## src/rtl/multicycle_control_if.sv

```systemverilog
// Control/status bundle between the multicycle sequencer and the datapath.
// master = sequencer, slave = datapath side.
interface multicycle_control_if;
  logic [5:0] opcode_i;
  logic       zero_i;
  logic       mem_ready_i;
  logic       pc_write_o;
  logic       i_or_d_o;
  logic       mem_read_o;
  logic       mem_write_o;
  logic       ir_write_o;
  logic       reg_dst_o;
  logic       mem_to_reg_o;
  logic       reg_write_o;
  logic       alu_src_a_o;
  logic [1:0] alu_src_b_o;
  logic [2:0] alu_op_o;
  logic [1:0] pc_source_o;
  logic       illegal_o;
  logic [3:0] state_o;

  modport master (
    input  opcode_i, zero_i, mem_ready_i,
    output pc_write_o, i_or_d_o, mem_read_o, mem_write_o, ir_write_o, reg_dst_o,
           mem_to_reg_o, reg_write_o, alu_src_a_o, alu_src_b_o, alu_op_o, pc_source_o,
           illegal_o, state_o
  );

  modport slave (
    output opcode_i, zero_i, mem_ready_i,
    input  pc_write_o, i_or_d_o, mem_read_o, mem_write_o, ir_write_o, reg_dst_o,
           mem_to_reg_o, reg_write_o, alu_src_a_o, alu_src_b_o, alu_op_o, pc_source_o,
           illegal_o, state_o
  );
endinterface

```

## src/rtl/multicycle_control.sv

```systemverilog
// Main sequencing FSM for the multicycle MIPS datapath: fetch, decode, execute,
// memory and write-back, stalling on the memory ready handshake.
module multicycle_control (
  input logic             clk,
  input logic             reset,
  multicycle_control_if.master bus
);

  typedef enum logic [3:0] {
    StFetch    = 4'd0,
    StDecode   = 4'd1,
    StMemAddr  = 4'd2,
    StMemRead  = 4'd3,
    StMemWb    = 4'd4,
    StMemWrite = 4'd5,
    StRExec    = 4'd6,
    StRWb      = 4'd7,
    StIExec    = 4'd8,
    StIWb      = 4'd9,
    StBranch   = 4'd10,
    StJump     = 4'd11
  } state_e;

  localparam logic [5:0] OpRtype = 6'b000000;
  localparam logic [5:0] OpLw    = 6'b100011;
  localparam logic [5:0] OpSw    = 6'b101011;
  localparam logic [5:0] OpAddi  = 6'b001000;
  localparam logic [5:0] OpOri   = 6'b001101;
  localparam logic [5:0] OpAndi  = 6'b001100;
  localparam logic [5:0] OpLui   = 6'b001111;
  localparam logic [5:0] OpBeq   = 6'b000100;
  localparam logic [5:0] OpBne   = 6'b000101;
  localparam logic [5:0] OpJ     = 6'b000010;

  state_e     state_q, state_d;
  logic [5:0] opcode_q;
  logic       pc_write, ir_write, reg_write, mem_write, mem_read, illegal;

  always_ff @(posedge clk or posedge reset) begin
    if (reset) begin
      state_q  <= StFetch;
      opcode_q <= '0;
    end else begin
      state_q <= state_d;
      // Later states decode the latched opcode, not the live IR field.
      if (state_q == StDecode) opcode_q <= bus.opcode_i;
    end
  end

  always_comb begin
    state_d          = state_q;
    pc_write         = 1'b0;
    ir_write         = 1'b0;
    reg_write        = 1'b0;
    mem_write        = 1'b0;
    mem_read         = 1'b0;
    illegal          = 1'b0;
    bus.i_or_d_o     = 1'b0;
    bus.reg_dst_o    = 1'b0;
    bus.mem_to_reg_o = 1'b0;
    bus.alu_src_a_o  = 1'b0;
    bus.alu_src_b_o  = 2'b00;
    bus.alu_op_o     = 3'b000;
    bus.pc_source_o  = 2'b00;
    case (state_q)
      StFetch: begin
        mem_read        = 1'b1;
        bus.alu_src_b_o = 2'b01;
        bus.alu_op_o    = 3'b100;
        ir_write        = bus.mem_ready_i;
        pc_write        = bus.mem_ready_i;
        if (bus.mem_ready_i) state_d = StDecode;
      end
      StDecode: begin
        bus.alu_src_b_o = 2'b11;
        bus.alu_op_o    = 3'b100;
        case (bus.opcode_i)
          OpRtype:                      state_d = StRExec;
          OpLw, OpSw:                   state_d = StMemAddr;
          OpAddi, OpOri, OpAndi, OpLui: state_d = StIExec;
          OpBeq, OpBne:                 state_d = StBranch;
          OpJ:                          state_d = StJump;
          default: begin
            illegal = 1'b1;
            state_d = StFetch;
          end
        endcase
      end
      StMemAddr: begin
        bus.alu_src_a_o = 1'b1;
        bus.alu_src_b_o = 2'b10;
        bus.alu_op_o    = 3'b100;
        state_d         = (opcode_q == OpLw) ? StMemRead : StMemWrite;
      end
      StMemRead: begin
        mem_read     = 1'b1;
        bus.i_or_d_o = 1'b1;
        if (bus.mem_ready_i) state_d = StMemWb;
      end
      StMemWb: begin
        reg_write        = 1'b1;
        bus.mem_to_reg_o = 1'b1;
        state_d          = StFetch;
      end
      StMemWrite: begin
        mem_write    = 1'b1;
        bus.i_or_d_o = 1'b1;
        if (bus.mem_ready_i) state_d = StFetch;
      end
      StRExec: begin
        bus.alu_src_a_o = 1'b1;
        bus.alu_op_o    = 3'b111;
        state_d         = StRWb;
      end
      StRWb: begin
        reg_write     = 1'b1;
        bus.reg_dst_o = 1'b1;
        state_d       = StFetch;
      end
      StIExec: begin
        bus.alu_src_a_o = 1'b1;
        bus.alu_src_b_o = 2'b10;
        case (opcode_q)
          OpOri:   bus.alu_op_o = 3'b010;
          OpAndi:  bus.alu_op_o = 3'b011;
          OpLui:   bus.alu_op_o = 3'b001;
          default: bus.alu_op_o = 3'b100;
        endcase
        state_d = StIWb;
      end
      StIWb: begin
        reg_write = 1'b1;
        state_d   = StFetch;
      end
      StBranch: begin
        bus.alu_src_a_o = 1'b1;
        bus.alu_op_o    = 3'b101;
        bus.pc_source_o = 2'b01;
        pc_write        = (opcode_q == OpBne) ? ~bus.zero_i : bus.zero_i;
        state_d         = StFetch;
      end
      StJump: begin
        bus.pc_source_o = 2'b10;
        pc_write        = 1'b1;
        state_d         = StFetch;
      end
      default: state_d = StFetch;
    endcase
  end

  // Reset masks every write/request strobe so an aborted access has no side effect.
  assign bus.pc_write_o  = pc_write & ~reset;
  assign bus.ir_write_o  = ir_write & ~reset;
  assign bus.reg_write_o = reg_write & ~reset;
  assign bus.mem_write_o = mem_write & ~reset;
  assign bus.mem_read_o  = mem_read & ~reset;
  assign bus.illegal_o   = illegal & ~reset;
  assign bus.state_o     = state_q;

endmodule

```

## src/flat_wrapper.sv

```systemverilog
// flat-port wrapper written by rule: the top's interface ports become plain ports
module multicycle_control_flat 
  (clk, reset, bus_opcode_i, bus_zero_i, bus_mem_ready_i, bus_pc_write_o, bus_i_or_d_o, bus_mem_read_o, bus_mem_write_o, bus_ir_write_o, bus_reg_dst_o, bus_mem_to_reg_o, bus_reg_write_o, bus_alu_src_a_o, bus_alu_src_b_o, bus_alu_op_o, bus_pc_source_o, bus_illegal_o, bus_state_o);
  multicycle_control_if bus_i ();
  input logic clk;
  input logic reset;
  input wire logic [$bits(bus_i.opcode_i)-1:0] bus_opcode_i;
  input wire logic [$bits(bus_i.zero_i)-1:0] bus_zero_i;
  input wire logic [$bits(bus_i.mem_ready_i)-1:0] bus_mem_ready_i;
  output wire logic [$bits(bus_i.pc_write_o)-1:0] bus_pc_write_o;
  output wire logic [$bits(bus_i.i_or_d_o)-1:0] bus_i_or_d_o;
  output wire logic [$bits(bus_i.mem_read_o)-1:0] bus_mem_read_o;
  output wire logic [$bits(bus_i.mem_write_o)-1:0] bus_mem_write_o;
  output wire logic [$bits(bus_i.ir_write_o)-1:0] bus_ir_write_o;
  output wire logic [$bits(bus_i.reg_dst_o)-1:0] bus_reg_dst_o;
  output wire logic [$bits(bus_i.mem_to_reg_o)-1:0] bus_mem_to_reg_o;
  output wire logic [$bits(bus_i.reg_write_o)-1:0] bus_reg_write_o;
  output wire logic [$bits(bus_i.alu_src_a_o)-1:0] bus_alu_src_a_o;
  output wire logic [$bits(bus_i.alu_src_b_o)-1:0] bus_alu_src_b_o;
  output wire logic [$bits(bus_i.alu_op_o)-1:0] bus_alu_op_o;
  output wire logic [$bits(bus_i.pc_source_o)-1:0] bus_pc_source_o;
  output wire logic [$bits(bus_i.illegal_o)-1:0] bus_illegal_o;
  output wire logic [$bits(bus_i.state_o)-1:0] bus_state_o;
  assign bus_i.opcode_i = bus_opcode_i;
  assign bus_i.zero_i = bus_zero_i;
  assign bus_i.mem_ready_i = bus_mem_ready_i;
  assign bus_pc_write_o = bus_i.pc_write_o;
  assign bus_i_or_d_o = bus_i.i_or_d_o;
  assign bus_mem_read_o = bus_i.mem_read_o;
  assign bus_mem_write_o = bus_i.mem_write_o;
  assign bus_ir_write_o = bus_i.ir_write_o;
  assign bus_reg_dst_o = bus_i.reg_dst_o;
  assign bus_mem_to_reg_o = bus_i.mem_to_reg_o;
  assign bus_reg_write_o = bus_i.reg_write_o;
  assign bus_alu_src_a_o = bus_i.alu_src_a_o;
  assign bus_alu_src_b_o = bus_i.alu_src_b_o;
  assign bus_alu_op_o = bus_i.alu_op_o;
  assign bus_pc_source_o = bus_i.pc_source_o;
  assign bus_illegal_o = bus_i.illegal_o;
  assign bus_state_o = bus_i.state_o;
  multicycle_control u_core (.clk(clk), .reset(reset), .bus(bus_i));
endmodule
```

## config.mk

```make
export PLATFORM = sky130hd
export DESIGN_NAME = multicycle_control_flat
export DESIGN_NICKNAME = d
export VERILOG_FILES = /design/src/rtl/multicycle_control_if.sv /design/src/rtl/multicycle_control.sv /design/src/flat_wrapper.sv
export SDC_FILE = /design/constraint.sdc
export NUM_CORES = 1
export LEC_CHECK = 0
export BUFFER_PORTS_ARGS = -buffer_cell sky130_fd_sc_hd__buf_2
export CAP_MARGIN = 20
export CORE_MARGIN = 4
export CORE_UTILIZATION = 51
export DETAILED_ROUTE_END_ITERATION = 10
export PLACE_DENSITY = 0.86
export SETUP_SLACK_MARGIN = 0.4
export SYNTH_ARGS = -nofsm -noshare
export SYNTH_HDL_FRONTEND = slang
export SYNTH_SLANG_ARGS = --single-unit
```

## constraint.sdc

```tcl
create_clock -name clk -period 2.7 [get_ports clk]
set_clock_uncertainty 0.2 [all_clocks]
set_input_delay 0.54 -clock clk [delete_from_list [all_inputs] [get_ports clk]]
set_output_delay 0.54 -clock clk [all_outputs]
set_load 0.02 [all_outputs]
```

==> results of run 1 <==
## worst reg2reg max path, delay by kind of cell (launching register included)
family / cells / cell delay (ps)
DFF: 1 / 400
and+or+nand+nor: 4 / 1100
buffers and inverters: 1 / 180
## cell usage after synthesis, drive strengths merged, types with 2 or more instances
master,n,area [µm²]
a21boi,2,15.0
nand3,5,25.0
dfrtp,10,250
nor4,2,12.5
or3b,2,17.5
nor3b,2,15.0
a221oi,2,23.8
xnor2,2,17.5
nor3,10,61.3
inv,9,33.8
o21ai,7,35.0
a21oi,8,40.0
buf,8,78.8
a211oi,2,15.0
nand2,15,56.3
nor2,16,60.1
nand2b,8,50.1
nor2b,2,12.5
## cell type report
| type | instances | area (µm²) |
|---|---|---|
| clock buffers | 4 | 36.3 |
| flip-flops and latches | 10 | 253 |
| fillers | 136 | 403 |
| multi-input cells | 107 | 751 |
| repair buffers | 44 | 294 |
| inverters | 9 | 33.8 |
| well taps | 25 | 31.3 |
## registers in the layout, indices dropped and copies added, names as in the netlist
signal	flops
u_core.bus.state_o	4
u_core.opcode_q	6
## report_power, final
part           internal (µW)  switching (µW)
Combinational            351             476
Sequential               209            60.1
Clock                   81.9            53.3
Total                    641             589
## per-stage QoR
stage	instance area [µm²]	hold slack [ps]	util, %	worst slack [ps]
5_1_grt	1400	164	77.6	157
6_report	1400	132	77.6	238
3_3_place_gp	1180	296	65.3	433
2_1_floorplan	1050	180	-	188
3_5_place_dp	1180	313	65.3	375
4_1_cts	1320	119	73.4	147
## routing by layer
metal  up-vias  global-route usage [%]  routed length, µm
met1       537                    27.0               1210
met3        12                    2.85                260
met4         0                    5.53                 88
li1        557                       -                  -
met2        64                    40.9               1470
met5         -                       0                  0
## layout by cell type, fill, tap and decap left out, types with 2 or more instances in the layout
| master | instances |
|---|---|
| buf_2 | 25 |
| nand2_1 | 15 |
| nor2_1 | 15 |
| buf_4 | 12 |
| inv_1 | 9 |
| dfrtp_1 | 8 |
| a21oi_1 | 7 |
| buf_6 | 7 |
| nand2b_1 | 6 |
| o21ai_0 | 6 |
| nand3_1 | 5 |
| nor3_2 | 5 |
| nor3_1 | 4 |
| clkbuf_4 | 3 |
| nor3b_1 | 2 |
| nor2b_1 | 2 |
| nand2b_4 | 2 |
| nor4_4 | 2 |
| a21boi_0 | 2 |
| dfrtp_2 | 2 |
## final timing paths
| check | from | cells past startpoint | end |
|---|---|---|---|
| worst max-delay path | u_core.opcode_q[5] | 6 | bus_alu_op_o[1] |
| worst min-delay path | reset | 2 | u_core.bus.state_o[1] |
| worst max register to register | u_core.bus.state_o[1] | 5 | u_core.bus.state_o[2] |
| worst min register to register | u_core.opcode_q[3] | 2 | u_core.opcode_q[3] |
| max in group asynchronous | reset | 2 | u_core.bus.state_o[3] |
| min in group clk | bus_opcode_i[5] | 3 | u_core.opcode_q[5] |
## cells by family after synthesis
kind of cell           share of synthesized area, %
AND/OR/NAND/NOR                                38.3
XOR/XNOR                                       1.73
buffers and inverters                          11.5
multiplexers                                  0.988
AO/OA/AOI/OAI                                  22.8
flip-flops                                     24.7
## timing repair
action	4_1_cts	5_1_grt
endpoints found under the setup margin	5	9
setup buffers	8	2
gates resized for setup	12	15
cloned	0	0
pin swaps	4	2
==> out/qor.txt, run 1 <==
SYNTHESIS
------------------------------------------------------------------------------------------------------
Post-synthesis cell area                                                                   0.00101 mm²
Mapped Cells                                                                                       135
Number of unique standard cell types used by synthesis                                              44
Ys async rst share                                                                                100%
Leading register cell type out of synthesis                                                    dfrtp_1
Number of enable flip-flop cells after synthesis                                                     0
Flip-flop and latch count after synthesis                                                           10
Mapped Nets                                                                                        145
Share of synthesized area occupied by flip-flops and latches                                     24.7%
Number of warnings printed during yosys synthesis                                                    0
Average cell area after synthesis                                                             7.51 µm²

CLOCKING
------------------------------------------------------------------------------------------------------
Clock transition at the register clock pins on the worst setup and hold paths after CTS          70 ps
Number of buffers on the longest clock path                                                          2
Clock latency of the later-clocked register in the worst-skew pair                              270 ps
Cell at the root of the clock tree                                                            clkbuf_4
CTS tree                                                                                         built
Inserted Clock Buffers                                                                               3
Hold_buf cts                                                                                         0
H-Tree Depth                                                                                         1
Sink Count                                                                                          10

FLOORPLAN
------------------------------------------------------------------------------------------------------
Initial core utilization                                                                         56.3%
Number of placement rows                                                                            15
Total die area                                                                             0.00276 mm²
Width of the chip                                                                              52.6 µm
Overall die height                                                                             52.6 µm
Floorplan core area                                                                        0.00180 mm²
Num ports                                                                                           31

FINISH
------------------------------------------------------------------------------------------------------
Fin cells                                                                                          199
Area grow syn2layout                                                                             38.0%
Final layout net count                                                                             185
Fraction of layout instances using a drive strength above 1                                      40.8%
Number of antenna diodes                                                                             0

STA
------------------------------------------------------------------------------------------------------
Setup TNS                                                                                         0 ps
Final number of hold-violating endpoints                                                             0
Setup repair after global routing missed its margin                                               true
Minimum period implied by the final worst setup slack                                          2460 ps
Share of the cycle needed by the critical path after routing                                     91.2%
Slew Limit Headroom                                                                              51.6%
Max-slew violations                                                                                  0
Maximum achievable frequency                                                                   406 MHz
Number of endpoints failing setup at the final stage                                                 0
Slew @ Worst Pin                                                                                721 ps

SETUP PATH
------------------------------------------------------------------------------------------------------
Maximum fanout encountered on the critical timing path                                               2
CP delay by family, top                                                                   simple AND/OR/NAND/NOR gates
CP Class                                                                                  flop to output port
Cell repeated most along the worst path                                                          buf_6
Arrival time worst endpoint                                                                    1720 ps
Crit path capture type                                                                     output port
Crit-path max cell delay                                                                        410 ps
FF-to-FF setup slack                                                                            750 ps
Slowest CP cell                                                                                  or4_1
Buf+Inv Stages, Crit Path                                                                            2
Required time of the worst setup path                                                          1960 ps
Critical Path, Cell by Cell                                                               buf_6 -> nand4bb_1 -> or4_1 -> o21a_1 -> nor2_4 -> buf_6
Sort of element at the start of the critical path                                                 flop

ROUTING
------------------------------------------------------------------------------------------------------
Average wire per cell in the routed design                                                     15.2 µm
Vias per inst                                                                                     5.88
DRC errors left                                                                                      0
First-pass iteration count of the detailed router                                                    4
First DRT Iteration DRCs                                                                            24
Number of vias in the routed layout                                                               1170
Post-route antenna net violation count                                                               0
Total routed wirelength                                                                        3030 µm

PLACED DESIGN
------------------------------------------------------------------------------------------------------
Detailed placement HPWL                                                                        1990 µm
Weighted congestion at the end of routability-driven global placement                            0.852
Number of buffers inserted by port buffering                                                        30
Dpl cells                                                                                          185

GLOBAL ROUTE
------------------------------------------------------------------------------------------------------
Remaining Overflow, GRT                                                                              0
GRT Resource Usage Total                                                                         22.3%
Largest net degree at the start of global routing                                                   24
Initial antenna violation count                                                                      0
Via count of the first global-routing pass                                                        1064
Wire length of the first global-routing pass                                                   4730 µm

PWR
------------------------------------------------------------------------------------------------------
Pwr Density                                                                                 880 mW/mm²
Worst voltage drop across the vdd grid                                                        0.603 mV
Leakage                                                                                    0.000651 µW
Final Total Pwr                                                                                1230 µW

RUN
------------------------------------------------------------------------------------------------------
Max-Cap Viols                                                                                        0

WORST HOLD PATH
------------------------------------------------------------------------------------------------------
Kind of path behind the tightest hold check                                               input pin to asynchronous set/reset pin

OUTCOME
------------------------------------------------------------------------------------------------------
Run status                                                                                complete, no violations

No activity file was read; power rests on OpenSTA's default activity.
==> run 2, diff against run 1 <==
--- a/config.mk
+++ b/config.mk
@@ -11,6 +11,7 @@
 export CORE_UTILIZATION = 51
 export DETAILED_ROUTE_END_ITERATION = 10
 export PLACE_DENSITY = 0.86
+export RECOVER_POWER = 25
 export SETUP_SLACK_MARGIN = 0.4
 export SYNTH_ARGS = -nofsm -noshare
 export SYNTH_HDL_FRONTEND = slang
==> run 2 against run 1 <==
Total power hardly changed. Core utilization is 0.070 points lower. First-iteration DRC count stayed put. Routed wire length is 0.26% lower. Count of clock-buffer cells in the layout stayed put. Critical path type unchanged. Clock power hardly changed. Largest cell class unchanged. Combinational power hardly changed. Maximum frequency hardly changed. Final area hardly changed. Die area stayed put. Hold slack better by 95 ps. Global-route usage stayed put.
==> out/qor.txt, run 2 (synthesis results as in run 1) <==
OUTCOME
------------------------------------------------------------------------------------------------------
Run status                                                                                complete, no violations

RUN
------------------------------------------------------------------------------------------------------
Max-Cap Viols                                                                                        0

SETUP PATH
------------------------------------------------------------------------------------------------------
Maximum fanout encountered on the critical timing path                                               2
Crit path capture type                                                                     output port
Launching element of the worst setup path                                                 u_core.opcode_q[5]
Arrival time worst endpoint                                                                    1720 ps
Sort of element at the start of the critical path                                                 flop
End of the worst register-to-register path                                                u_core.bus.state_o[2]
CP Class                                                                                  flop to output port
R2r worst-path depth                                                                                 5
Worst reg2reg startpoint                                                                  u_core.bus.state_o[1]
FF-to-FF setup slack                                                                            750 ps
End point of the critical path                                                            bus_alu_op_o[1]
Required time of the worst setup path                                                          1960 ps

FLOORPLAN
------------------------------------------------------------------------------------------------------
Initial core utilization                                                                         56.3%
Number of placement rows                                                                            15
Overall die height                                                                             52.6 µm
Num ports                                                                                           31
Floorplan core area                                                                        0.00180 mm²
Width of the chip                                                                              52.6 µm
Total die area                                                                             0.00276 mm²

FINISH
------------------------------------------------------------------------------------------------------
Commonest cells after routing, fill and taps aside                                        buf_2, nand2_1, nor2_1
Multi-input gate area in the final layout                                                      751 µm²
Register with the most flip-flops                                                         u_core.opcode_q
Fraction of layout instances using a drive strength above 1                                      40.2%
Number of antenna diodes                                                                             0
Footprint of the flip-flops and latches                                                        253 µm²
Final core occ                                                                                   77.6%
Most common cell after layout, fill and taps aside                                               buf_2
Fin area                                                                                   0.00140 mm²
Filler cell count in the final layout                                                              137
Largest register FFs                                                                                 6
Final layout net count                                                                             185
Area grow syn2layout                                                                             37.9%

GLOBAL ROUTE
------------------------------------------------------------------------------------------------------
Met1 Resource Use GR                                                                             27.0%
Busiest layer in global routing                                                                   met2
Initial antenna violation count                                                                      0
Wire length of the first global-routing pass                                                   4730 µm
Remaining Overflow, GRT                                                                              0
Largest net degree at the start of global routing                                                   24
Met2 demand-to-capacity share in global routing                                                  40.9%
GRT Resource Usage Total                                                                         22.3%
Met3 Track Usage GR                                                                              2.85%
Via count of the first global-routing pass                                                        1064

STA
------------------------------------------------------------------------------------------------------
Setup repair after global routing missed its margin                                               true
Maximum achievable frequency                                                                   406 MHz
Setup TNS                                                                                         0 ps
Slew Limit Headroom                                                                              51.5%
Max-slew violations                                                                                  0
Share of the cycle needed by the critical path after routing                                     91.2%
Slew @ Worst Pin                                                                                722 ps
Final number of hold-violating endpoints                                                             0
Fin Hold WS                                                                                     227 ps
Number of endpoints failing setup at the final stage                                                 0
Minimum period implied by the final worst setup slack                                          2460 ps

PLACED DESIGN
------------------------------------------------------------------------------------------------------
Post-Place Cell Area                                                                       0.00118 mm²
Weighted congestion at the end of routability-driven global placement                            0.852
Number of buffers inserted by port buffering                                                        30
Detailed placement HPWL                                                                        1990 µm

CLOCKING
------------------------------------------------------------------------------------------------------
Cell at the root of the clock tree                                                            clkbuf_4
CTS tree                                                                                         built
Sink Count                                                                                          10
H-Tree Depth                                                                                         1
Hold_buf cts                                                                                         0
Number of buffers on the longest clock path                                                          2
Clock latency of the later-clocked register in the worst-skew pair                              270 ps
Inserted Clock Buffers                                                                               3
Clock transition at the register clock pins on the worst setup and hold paths after CTS          70 ps

PWR
------------------------------------------------------------------------------------------------------
Final Total Pwr                                                                                1230 µW
Leakage                                                                                    0.000649 µW
Pwr Density                                                                                 880 mW/mm²
Worst voltage drop across the vdd grid                                                        0.603 mV

ROUTING
------------------------------------------------------------------------------------------------------
DRC errors left                                                                                      0
Total routed wirelength                                                                        3020 µm
First DRT Iteration DRCs                                                                            24
First-pass iteration count of the detailed router                                                    4
Number of vias in the routed layout                                                               1174
Average wire per cell in the routed design                                                     15.2 µm
Post-route antenna net violation count                                                               0
Vias per inst                                                                                     5.90

WORST HOLD PATH
------------------------------------------------------------------------------------------------------
Kind of path behind the tightest hold check                                               input pin to asynchronous set/reset pin

[run 2: cell count changes in the layout (fill, tap and decap cells not counted), sizes merged]
cell / before / now
buf: 44 / 43
clkbuf: 4 / 5
[run 2: what timing repair did]
action	4_1_cts	5_1_grt
pin swaps	4	2
buffers inserted	8	2
resized for setup	12	15
setup endpoints to repair	5	9
[run 2: where the power goes]
group / total (µW) / internal (µW) / switching (µW)
clock network: 135 / 81.9 / 53.3
registers: 269 / 209 / 60.1
logic: 826 / 350 / 476
[run 2: per-stage QoR]
stage	setup WS, ps	instances
2_1_floorplan	188	135
3_3_place_gp	433	185
3_5_place_dp	375	185
4_1_cts	147	197
5_1_grt	157	199
6_report	237	199
[run 2: worst max-delay path: stages (launching register included)]
cell and delay, ps:
dfrtp_1 390, buf_6 120, nand4bb_1 190, or4_1 410, o21a_1 150, nor2_4 80, buf_6 120
[run 2: layout make-up]
| class | count | area share, % |
|---|---|---|
| clock buffer | 4 | 2.60 |
| inverter | 9 | 2.42 |
| multi-input combinational | 107 | 53.7 |
| sequential | 10 | 18.1 |
| tap | 25 | 2.24 |
| timing repair buffer | 44 | 20.9 |
[run 2: per-layer routing]
layer  up-vias  routed length [µm]
met5         -                   0
met4         0                  88
met3        12                 255
met2        65                1470
met1       540                1210
li1        557                   -
[run 2: worst min path at each step]
stage | end | cells past startpoint | start | slack, ps
finish | u_core.bus.state_o[1] | 2 | reset | 230
global route | u_core.bus.state_o[1] | 2 | reset | 270
CTS | u_core.bus.state_o[1] | 2 | reset | 120
detailed placement | u_core.opcode_q[5] | 2 | u_core.opcode_q[5] | 310
global placement | u_core.opcode_q[4] | 2 | u_core.opcode_q[4] | 300
floorplan | u_core.bus.state_o[0] | 1 | reset | 180
==> run 3, diff against run 2 <==
--- a/config.mk
+++ b/config.mk
@@ -10,6 +10,7 @@
 export CORE_MARGIN = 4
 export CORE_UTILIZATION = 51
 export DETAILED_ROUTE_END_ITERATION = 10
+export MAX_ROUTING_LAYER = met4
 export PLACE_DENSITY = 0.86
 export RECOVER_POWER = 25
 export SETUP_SLACK_MARGIN = 0.4
==> run 3 against run 2 <==
Critical path depth did not move. Hold slack improved by 1.2 ps. Critical path type unchanged. Count of clock-buffer cells in the layout did not move. Largest power group unchanged. Cell count did not move. Sequential share of layout area did not move. Final area did not move. Non-clock buffer count did not move. Maximum frequency barely moved. First-iteration DRC count did not move. Routed wire length barely moved.
==> out/qor.txt, run 3 (synthesis results as in run 1) <==
PLACED DESIGN
------------------------------------------------------------------------------------------------------
Weighted congestion at the end of routability-driven global placement                            0.866
Post-Place Cell Area                                                                       0.00118 mm²
Dpl cells                                                                                          185
Pre-CTS setup slack                                                                             375 ps
Detailed placement HPWL                                                                        1990 µm
Number of buffers inserted by port buffering                                                        30

ROUTING
------------------------------------------------------------------------------------------------------
Total routed wirelength                                                                        3020 µm
Number of vias in the routed layout                                                               1173
DRC errors left                                                                                      0
First-pass iteration count of the detailed router                                                    4
Average wire per cell in the routed design                                                     15.2 µm
Vias per inst                                                                                     5.89
Post-route antenna net violation count                                                               0
First DRT Iteration DRCs                                                                            24

WORST HOLD PATH
------------------------------------------------------------------------------------------------------
Kind of path behind the tightest hold check                                               input pin to asynchronous set/reset pin

SETUP PATH
------------------------------------------------------------------------------------------------------
CP Class                                                                                  flop to output port
FF-to-FF setup slack                                                                            750 ps
Cell repeated most along the worst path                                                          buf_6
Critical Path, Cell by Cell                                                               buf_6 -> nand4bb_1 -> or4_1 -> o21a_1 -> nor2_4 -> buf_6
Crit path capture type                                                                     output port
Slowest CP cell                                                                                  or4_1
Buf+Inv Stages, Crit Path                                                                            2
Maximum fanout encountered on the critical timing path                                               2
Arrival time worst endpoint                                                                    1720 ps
Crit-path max cell delay                                                                        410 ps
End of the worst register-to-register path                                                u_core.bus.state_o[2]
Required time of the worst setup path                                                          1960 ps
CP delay by family, top                                                                   simple AND/OR/NAND/NOR gates
R2r worst-path depth                                                                                 5
Sort of element at the start of the critical path                                                 flop
Worst reg2reg startpoint                                                                  u_core.bus.state_o[1]

FLOORPLAN
------------------------------------------------------------------------------------------------------
Width of the chip                                                                              52.6 µm
Initial core utilization                                                                         56.3%
Num ports                                                                                           31
Total die area                                                                             0.00276 mm²
Floorplan core area                                                                        0.00180 mm²
Overall die height                                                                             52.6 µm
Number of placement rows                                                                            15

GLOBAL ROUTE
------------------------------------------------------------------------------------------------------
Met1 Resource Use GR                                                                             27.2%
Via count of the first global-routing pass                                                        1065
Remaining Overflow, GRT                                                                              0
Wire length of the first global-routing pass                                                   4730 µm
Met2 demand-to-capacity share in global routing                                                  40.9%
Initial antenna violation count                                                                      0
Busiest layer in global routing                                                                   met2
Largest net degree at the start of global routing                                                   24
Met3 Track Usage GR                                                                              2.56%
GRT Resource Usage Total                                                                         22.9%

FINISH
------------------------------------------------------------------------------------------------------
Final layout net count                                                                             185
Multi-input gate area in the final layout                                                      751 µm²
Fraction of layout instances using a drive strength above 1                                      40.2%
Largest register FFs                                                                                 6
Number of antenna diodes                                                                             0
Commonest cells after routing, fill and taps aside                                        buf_2, nand2_1, nor2_1
Final core occ                                                                                   77.6%
Area grow syn2layout                                                                             37.9%
Fin area                                                                                   0.00140 mm²
Register with the most flip-flops                                                         u_core.opcode_q
Most common cell after layout, fill and taps aside                                               buf_2
Filler cell count in the final layout                                                              137
Footprint of the flip-flops and latches                                                        253 µm²
Fin cells                                                                                          199

PWR
------------------------------------------------------------------------------------------------------
Worst voltage drop across the vdd grid                                                        0.603 mV
Part of the total power dissipated in sequential elements                                        21.8%
Clock power frac                                                                                 11.0%
Total internal power                                                                            641 µW
Proportion of total power due to net switching                                                   47.9%
Pwr Density                                                                                 880 mW/mm²
Leakage                                                                                    0.000649 µW
Switching power summed over all nets                                                            589 µW
Relative contribution of combinational cells to total power                                      67.2%

STA
------------------------------------------------------------------------------------------------------
Max-slew violations                                                                                  0
Number of endpoints failing setup at the final stage                                                 0
Final number of hold-violating endpoints                                                             0
Setup repair after global routing missed its margin                                               true
Setup TNS                                                                                         0 ps
Worst Setup Slack, final                                                                        238 ps
Minimum period implied by the final worst setup slack                                          2460 ps
Maximum achievable frequency                                                                   406 MHz
Slew Limit Headroom                                                                              51.5%
Share of the cycle needed by the critical path after routing                                     91.2%
Slew @ Worst Pin                                                                                722 ps

CLOCKING
------------------------------------------------------------------------------------------------------
Clock latency of the later-clocked register in the worst-skew pair                              270 ps
Number of buffers on the longest clock path                                                          2
H-Tree Depth                                                                                         1
Clock transition at the register clock pins on the worst setup and hold paths after CTS          70 ps
CTS tree                                                                                         built
Sink Count                                                                                          10
Inserted Clock Buffers                                                                               3
Cell at the root of the clock tree                                                            clkbuf_4

OUTCOME
------------------------------------------------------------------------------------------------------
Run status                                                                                complete, no violations

RUN
------------------------------------------------------------------------------------------------------
Max-Cap Viols                                                                                        0

run 3: cell counts in the layout (fill, tap and decap cells not counted):
Identical to the previous run, type by type.
run 3: routing by layer:
layer / wire length [µm] / share of wire (%)
met1: 1210 / 40
met2: 1470 / 49
met3: 255 / 8.4
met4: 88 / 2.9
met5: 0 / 0
run 3: power by group through the flow:
| stage | combinational (µW) | sequential, µW | clock [µW] |
|---|---|---|---|
| 2_1_floorplan | 504 | 276 | 0 |
| 3_3_place_gp | 596 | 273 | 0 |
| 3_5_place_dp | 617 | 278 | 0 |
| 4_1_cts | 735 | 258 | 135 |
| 5_1_grt | 897 | 273 | 143 |
| 6_report | 826 | 269 | 135 |
run 3: how the worst max path moves through the flow:
stage / start / to / slack [ps] / cells past startpoint
finish: u_core.opcode_q[5] / bus_alu_op_o[1] / 240 / 6
CTS: u_core.opcode_q[4] / bus_pc_write_o / 150 / 5
global placement: u_core.opcode_q[4] / bus_pc_write_o / 430 / 5
global route: u_core.opcode_q[4] / bus_pc_write_o / 160 / 5
floorplan: u_core.bus.state_o[1] / bus_illegal_o / 190 / 4
detailed placement: u_core.opcode_q[4] / bus_pc_write_o / 370 / 5
run 3: repair_timing:
action | CTS | global route
setup buffers | 8 | 2
endpoints found under the setup margin | 5 | 9
hold buffers | 0 | 0
pin swaps | 4 | 2
resized for setup | 12 | 15
hold endpoints to repair | 0 | 0
gates cloned | 0 | 0
run 3: cell type report:
type	instances	share of cell area (%)
Clock buffer	4	2.60
Inverter	9	2.42
Multi-Input combinational cell	107	53.7
Sequential cell	10	18.1
Tap cell	25	2.24
Timing Repair Buffer	44	20.9
run 3: through the flow:
stage               power (µW)  hold slack [ps]
floorplan                  780              180
global placement           869              296
detailed placement         896              313
CTS                       1130              119
global route              1310              269
finish                    1230              228
